## src/rtl/median_ctrl.sv

```systemverilog
// median_ctrl: sequencing controller for the MED median datapath.
// Counts a pixel burst, runs the load/sort passes, flags the median.
module median_ctrl #(
   parameter int NB_PIXEL = 9
) (
   input  logic CLK,
   input  logic nRST,
   input  logic DSI,
   output logic MED_DSI,
   output logic MED_BYP,
   output logic DSO,
   output logic BUSY,
   output logic ERR
);

   localparam int P  = (NB_PIXEL - 1) / 2;
   localparam int CW = $clog2(NB_PIXEL);

   localparam logic [CW-1:0] ONE       = CW'(1);
   localparam logic [CW-1:0] CNT_LAST  = CW'(NB_PIXEL - 1);
   localparam logic [CW-1:0] CMP_BASE  = CW'(NB_PIXEL - 2);
   localparam logic [CW-1:0] PASS_LAST = CW'(P);

   typedef enum logic [2:0] {
      IDLE,
      LOAD,
      CMP,
      BYPS,
      DONE
   } state_t;

   state_t        state, state_n;
   logic [CW-1:0] cnt, cnt_n;
   logic [CW-1:0] pass, pass_n;
   logic          err_n;
   logic          dso_q, err_q;
   logic          dsi_c, byp_c, busy_c;

   // compare pass k lasts NB_PIXEL-1-k cycles, bypass lasts k+1
   logic cmp_last, byps_last, pass_last;
   assign cmp_last  = (cnt == (CMP_BASE - pass));
   assign byps_last = (cnt == pass);
   assign pass_last = (pass == PASS_LAST);

   // state, counters and registered pulses
   always_ff @(posedge CLK or negedge nRST) begin
      if (!nRST) begin
         state <= IDLE;
         cnt   <= '0;
         pass  <= '0;
         dso_q <= 1'b0;
         err_q <= 1'b0;
      end else begin
         state <= state_n;
         cnt   <= cnt_n;
         pass  <= pass_n;
         dso_q <= (state_n == DONE);
         err_q <= err_n;
      end
   end

   // next state, counter updates and protocol violations
   always_comb begin
      state_n = state;
      cnt_n   = cnt;
      pass_n  = pass;
      err_n   = 1'b0;
      unique case (state)
         IDLE: begin
            if (DSI) begin
               state_n = LOAD;
               cnt_n   = ONE;
            end
         end
         LOAD: begin
            if (!DSI) begin
               state_n = IDLE;
               cnt_n   = '0;
               err_n   = 1'b1;
            end else if (cnt == CNT_LAST) begin
               state_n = CMP;
               cnt_n   = '0;
               pass_n  = '0;
            end else begin
               cnt_n = cnt + ONE;
            end
         end
         CMP: begin
            err_n = DSI;
            if (cmp_last) begin
               cnt_n   = '0;
               state_n = pass_last ? DONE : BYPS;
            end else begin
               cnt_n = cnt + ONE;
            end
         end
         BYPS: begin
            err_n = DSI;
            if (byps_last) begin
               cnt_n   = '0;
               pass_n  = pass + ONE;
               state_n = CMP;
            end else begin
               cnt_n = cnt + ONE;
            end
         end
         DONE: begin
            pass_n = '0;
            if (DSI) begin
               state_n = LOAD;
               cnt_n   = ONE;
            end else begin
               state_n = IDLE;
               cnt_n   = '0;
            end
         end
         default: begin
            state_n = IDLE;
            cnt_n   = '0;
            pass_n  = '0;
         end
      endcase
   end

   // datapath controls; first pixel is captured as DSI rises
   always_comb begin
      dsi_c  = 1'b0;
      byp_c  = 1'b0;
      busy_c = 1'b0;
      unique case (state)
         IDLE: begin
            dsi_c = DSI;
            byp_c = 1'b1;
         end
         LOAD: begin
            dsi_c  = DSI;
            byp_c  = 1'b1;
            busy_c = 1'b1;
         end
         CMP: begin
            busy_c = 1'b1;
         end
         BYPS: begin
            byp_c  = 1'b1;
            busy_c = 1'b1;
         end
         DONE: begin
            dsi_c = DSI;
            byp_c = 1'b1;
         end
         default: begin
            dsi_c = 1'b0;
         end
      endcase
   end

   // controls are forced low while reset is held
   assign MED_DSI = nRST & dsi_c;
   assign MED_BYP = nRST & byp_c;
   assign BUSY    = busy_c;
   assign DSO     = dso_q;
   assign ERR     = err_q;

endmodule

```

## config.mk

```make
export PLATFORM = sky130hd
export DESIGN_NAME = median_ctrl
export DESIGN_NICKNAME = d
export VERILOG_FILES = /design/src/rtl/median_ctrl.sv
export SDC_FILE = /design/constraint.sdc
export NUM_CORES = 1
export LEC_CHECK = 0
export BUFFER_PORTS_ARGS = -buffer_cell sky130_fd_sc_hd__buf_2
export CORE_MARGIN = 2
export CORE_UTILIZATION = 54
export CTS_BUF_LIST = sky130_fd_sc_hd__clkbuf_4
export DETAILED_ROUTE_END_ITERATION = 16
export GPL_TIMING_DRIVEN = 0
export PLACE_DENSITY = 0.73
export SYNTH_ARGS = -nofsm -noshare
export SYNTH_HDL_FRONTEND = slang
export SYNTH_SLANG_ARGS = --single-unit
export TNS_END_PERCENT = 20
```

## constraint.sdc

```tcl
create_clock -name CLK -period 1.68 [get_ports CLK]
set_input_delay 0.42 -clock CLK [delete_from_list [all_inputs] [get_ports CLK]]
set_output_delay 0.42 -clock CLK [all_outputs]
set_load 0.005 [all_outputs]
```

# After elaboration in Yosys (flattened, before gate mapping)
# Cells that the tools add are included.
# W data, S select, Z words.
# classes
n_eq_ne,13
bitwise,3
muxes,24
reduce_logical,7
magnitude_cmp,0
n_div,0
multipliers,0
shifts,0
add_sub_neg,3
# op_table
operator,n
$mux W4,8
$pmux W4 S5,1
$mux W3,6
$pmux W3 S5,1
$pmux W4 S3,1
$add A4 B1 Y4 const B,2
$eq A4 B4 Y1,2
$ne A2 B2 Y1 const B,4
$eq A3 B2 Y1 const B,2
$eq A3 B3 Y1 const B,2
$mux W1,6
$reduce_or A3 Y1,2
$eq A4 B3 Y1 const B,1
$eq A4 B4 Y1 const B,1
$reduce_and A4 Y1,1
$reduce_or A2 Y1,2
$reduce_or A4 Y1,1
$sub A3 B4 Y4 const A,1
$eq A3 B1 Y1 const B,1
$logic_not A3 Y1,1
$and A1 B1 Y1,2
$pmux W1 S2,1
$not A1 Y1,1
# totals
mem_bits_rw,0
mem_count,0
mem_bits_ro,0
latchBits,0
ff_bits,13

# Depth between registers and ports, before layout
# logic_depth
word_depth,5
ltp_mapped,6
ltp_nobuf,6

# Worst setup path before layout
# No wires, ideal clock.
# synth_path
path_type,register to register
startpoint,register cnt[0]
endpoint,register pass[3]
path_stages_with_launch,7
period_less_slack_ns,1.680
t_required_ns,1.602
t_arrival_ns,1.603
path_slack_ns,0.000
cell_sequence,dfrtp_1 inv_1 ha_1 and3b_1 o22ai_2 or4_1 a21boi_1
# synth_between
elab_chain_len,3
# synth_lines
element,line,source
from (decl),33,"logic [CW-1:0] cnt, cnt_n;"
from (signal assigned),55,cnt <= cnt_n;
$eq A4 B4 Y1 (on tied branches),"80, 42",
$ne A2 B2 Y1 (no source line),n/a,
$reduce_and A4 Y1 (no source line) *,n/a,
to (signal assigned),56,pass <= pass_n;
to (decl),34,"logic [CW-1:0] pass, pass_n;"
# Every way passes the cells marked *; elsewhere a longest branch is shown, timed or not.
# A chain may end at the register's enable or synchronous reset.

# Final worst setup path
# layout_path
startpoint,register state[0]
endpoint,register cnt[2]
# layout_between
elab_chain_len,2
# layout_lines
element,line,source
from (decl),32,"state_t state, state_n;"
from (signal assigned),54,state <= state_n;
$eq A3 B3 Y1 (tied with other cells),68,unique case (state)
$pmux W4 S5 or $ne A2 B2 Y1 (tied branches),n/a,
# Parallel ways exist; a longest one is shown, timed or not.

==> qor.txt <==
Post-synthesis sequential element count = 13
Wire per inst = 17.4 um
Slowest CP cell = or3b_4
Fmax = 0.582 GHz
CP max FO = 5
Crit share post-route = 102%
Share of power burned in registers = 29.4%
Synth unique cells = 39
GR Util All Layers = 24.6%
Hold WC Path Type = in2async
Area grow syn2layout = 33.3%
Setup TNS Final = -0.0963 ns
Final nets = 124
Die area = 0.00204 mm^2
Tmin final = 1.72 ns
Worst Slack Setup Final = -0.0388 ns
# H-tree levels = 1
Routed vias = 817
Initial antenna violation count = 0
Fillcell total = 108
Worst path top cell family by delay = simple AND/OR/NAND/NOR gates
DRT antenna net count = 0
PortBufs = 6
Crit Path Category = reg2reg
MaxCap Viol Count = 0
Cell area after synthesis = 917 um^2
Core Region = 0.00154 mm^2
CP Cell Sequence = buf_6 -> or3b_4 -> or3b_4 -> a32oi_1 -> a21o_1
Outcome = finished with violations
Critical Path Start Type = register
Largest net degree at the start of global routing = 15
CTS sink cnt = 13
Syn_area_per_cell = 9.76 um^2
CTS buffer count = 3
Hold Buf Count CTS = 0
Sw Pwr = 0.864 mW
Worst Clk Skew = 0.00376 ns
Vias in the first global route = 736
RD Place Congestion = 0.798
Starting Density = 59.5%
Sw frac = 43.3%
Final core occ = 79.3%
DR vias/cell = 6.19
First-pass GRT wire length = 3500 um
Worst Path Arrival = 1.95 ns
Root buf cell = clkbuf_4
CP Capture Type = register
Pwr/cell area = 1630 mW/mm^2
Worst path max stage delay = 0.43 ns
Clock buffer depth = 2
Skew-Pair Late Insertion Delay = 0.29 ns
Register area share after synthesis = 35.5%
Power Total = 1.99 mW
Worst vdd ir = 0.00107 V
Crit path buf inv count = 1
Layout cells sized above 1 = 47.4%
GR Overflow Total = 0
P_leak = 0.521 nW
Cell row count = 14
Max-slew headroom = 63.2%
Final Hold Fails = 0
Required time of the critical path = 1.91 ns
Antenna cells = 0
Crit-path most repeated cell = or3b_4
DRC violations left = 0
1st-pass router iterations = 4
FFs w/ async S/R, synth = 100%
Warning count from the yosys run = 0
Routed WL = 2300 um
Failing checks = negative setup slack
DP Area = 968 um^2
Boundary pin count = 8
Clk slew on worst S/H paths = 0.08 ns
EDFF count, synth = 0
Worst Tran Pin Value = 0.547 ns
Slew Viols, Final = 0
Design Area, Final = 0.00122 mm^2
Pint = 1.13 mW
Post-DP HPWL = 1380 um
Comb pwr share = 59.6%
Final setup violation count = 4
Unrepaired setup endpoints after global routing = true
Mapped Cells = 94
Mapped Nets = 101
Area leader, netlist = dfrtp_1
Post-synth top area share = 35.5%
Dpl ws = -0.133 ns
Clock power share = 11.0%
Die Width = 45.2 um
Top FF cell, synth = dfrtp_1
Chip Height = 45.2 um
Iter 0 DRT Violations = 24
CTS tree = done
Top post-synthesis cells by area = dfrtp_1, ha_1, xnor2_2
## cells in the mapped netlist (2+ instances only)
cell type  number
a32oi_1         2
a22o_1          2
o21ai_0         2
nand2_1         5
a21oi_1         3
nand2b_1        3
ha_1            4
nor3b_1         3
a21o_1          2
or3b_1          2
nand3_1         6
o21bai_1        2
nor4_1          2
xnor2_2         3
inv_1           8
a41oi_1         2
nor2_1          8
buf_2           2
dfrtp_1        13
## stage by stage
step           instances  hold slack, ns
5_1_grt              132          0.0385
6_report             132          0.0158
3_5_place_dp         116           0.330
2_1_floorplan         94           0.124
4_1_cts              129          0.0290
3_3_place_gp         116           0.330
## worst reg2reg max path, cell delays in order, from the launching register on
cell     delay [ns]
dfrtp_1        0.37
buf_6          0.12
or3b_4         0.41
or3b_4         0.43
a32oi_1        0.23
a21o_1         0.11
## metal layers
layer / part of all wire (%) / GRT usage, % / wire, um / up-vias
li1: - / - / - / 393
met4: 1.6 / 10.6 / 37 / 0
met3: 4.1 / 4.80 / 95 / 5
met1: 44 / 31.6 / 1020 / 399
met2: 50 / 40.3 / 1150 / 20
met5: 0 / 0 / 0 / -
## power by group through the flow
| stage | logic [mW] | clock network (mW) | registers (mW) |
|---|---|---|---|
| after global routing | 1.27 | 0.233 | 0.602 |
| final | 1.19 | 0.220 | 0.585 |
| after floorplan | 0.624 | 0 | 0.505 |
| after global placement | 0.723 | 0 | 0.533 |
| after CTS | 1.03 | 0.215 | 0.573 |
| after detailed placement | 0.747 | 0 | 0.535 |
## placed cells by master, fill, tap and decap left out, drive strengths merged, types with 2 or more instances in the layout
| master | instances |
|---|---|
| nor3b | 3 |
| o21ai | 2 |
| a22o | 2 |
| nor4 | 3 |
| inv | 8 |
| ha | 4 |
| a21o | 2 |
| buf | 21 |
| o41ai | 2 |
| a32oi | 2 |
| nand2 | 5 |
| a41oi | 3 |
| or3b | 2 |
| a21oi | 3 |
| nor2 | 8 |
| xnor2 | 4 |
| clkbuf | 5 |
| nand2b | 3 |
| nand3 | 6 |
| o21bai | 2 |
| dfrtp | 13 |
## flip-flops by register name, indices dropped and copies added (netlist names)
signal	flops
DSO	1
ERR	1
state	3
cnt	4
pass	4
## cells by family (layout without fill, tap and decap cells)
kind of cell             after synthesis  count (layout)  share of synthesized area (%)
adder cells (fa/ha/maj)                4               4                           5.46
multiplexers                           1               1                           1.09
XOR/XNOR                               5               5                           7.23
AO/OA/AOI/OAI                         24              24                           23.6
AND/OR/NAND/NOR                       35              35                           21.6
flip-flops                            13              13                           35.5
buffers and inverters                 12              34                           5.59
## worst paths after layout
path                                from        to  slack, ns  cells after the start
worst max-delay path            state[0]    cnt[2]      -0.04                      5
worst min-delay path                nRST    cnt[3]       0.02                      1
worst max register to register  state[0]    cnt[2]      -0.04                      5
worst min register to register  state[2]       ERR       0.61                      2
max in group asynchronous           nRST   pass[2]       1.40                      1
min in group CLK                     DSI  state[0]       0.57                      3
## cell type report
type / count / area (um^2) / share of cell area (%)
multi-input combinational: 69 / 661 / 54.0
sequential: 13 / 333 / 27.2
timing repair buffer: 18 / 118 / 9.62
buffer: 4 / 31.3 / 2.56
clock buffer: 4 / 30.0 / 2.46
inverter: 8 / 30.0 / 2.46
tap: 16 / 20.0 / 1.64
## what timing repair did
action,4_1_cts,5_1_grt
pin swaps,9,8
setup buffers,9,2
cloned,0,1
resized for setup,16,13
setup endpoints to repair,6,11
(Power assumes the default switching activity.)
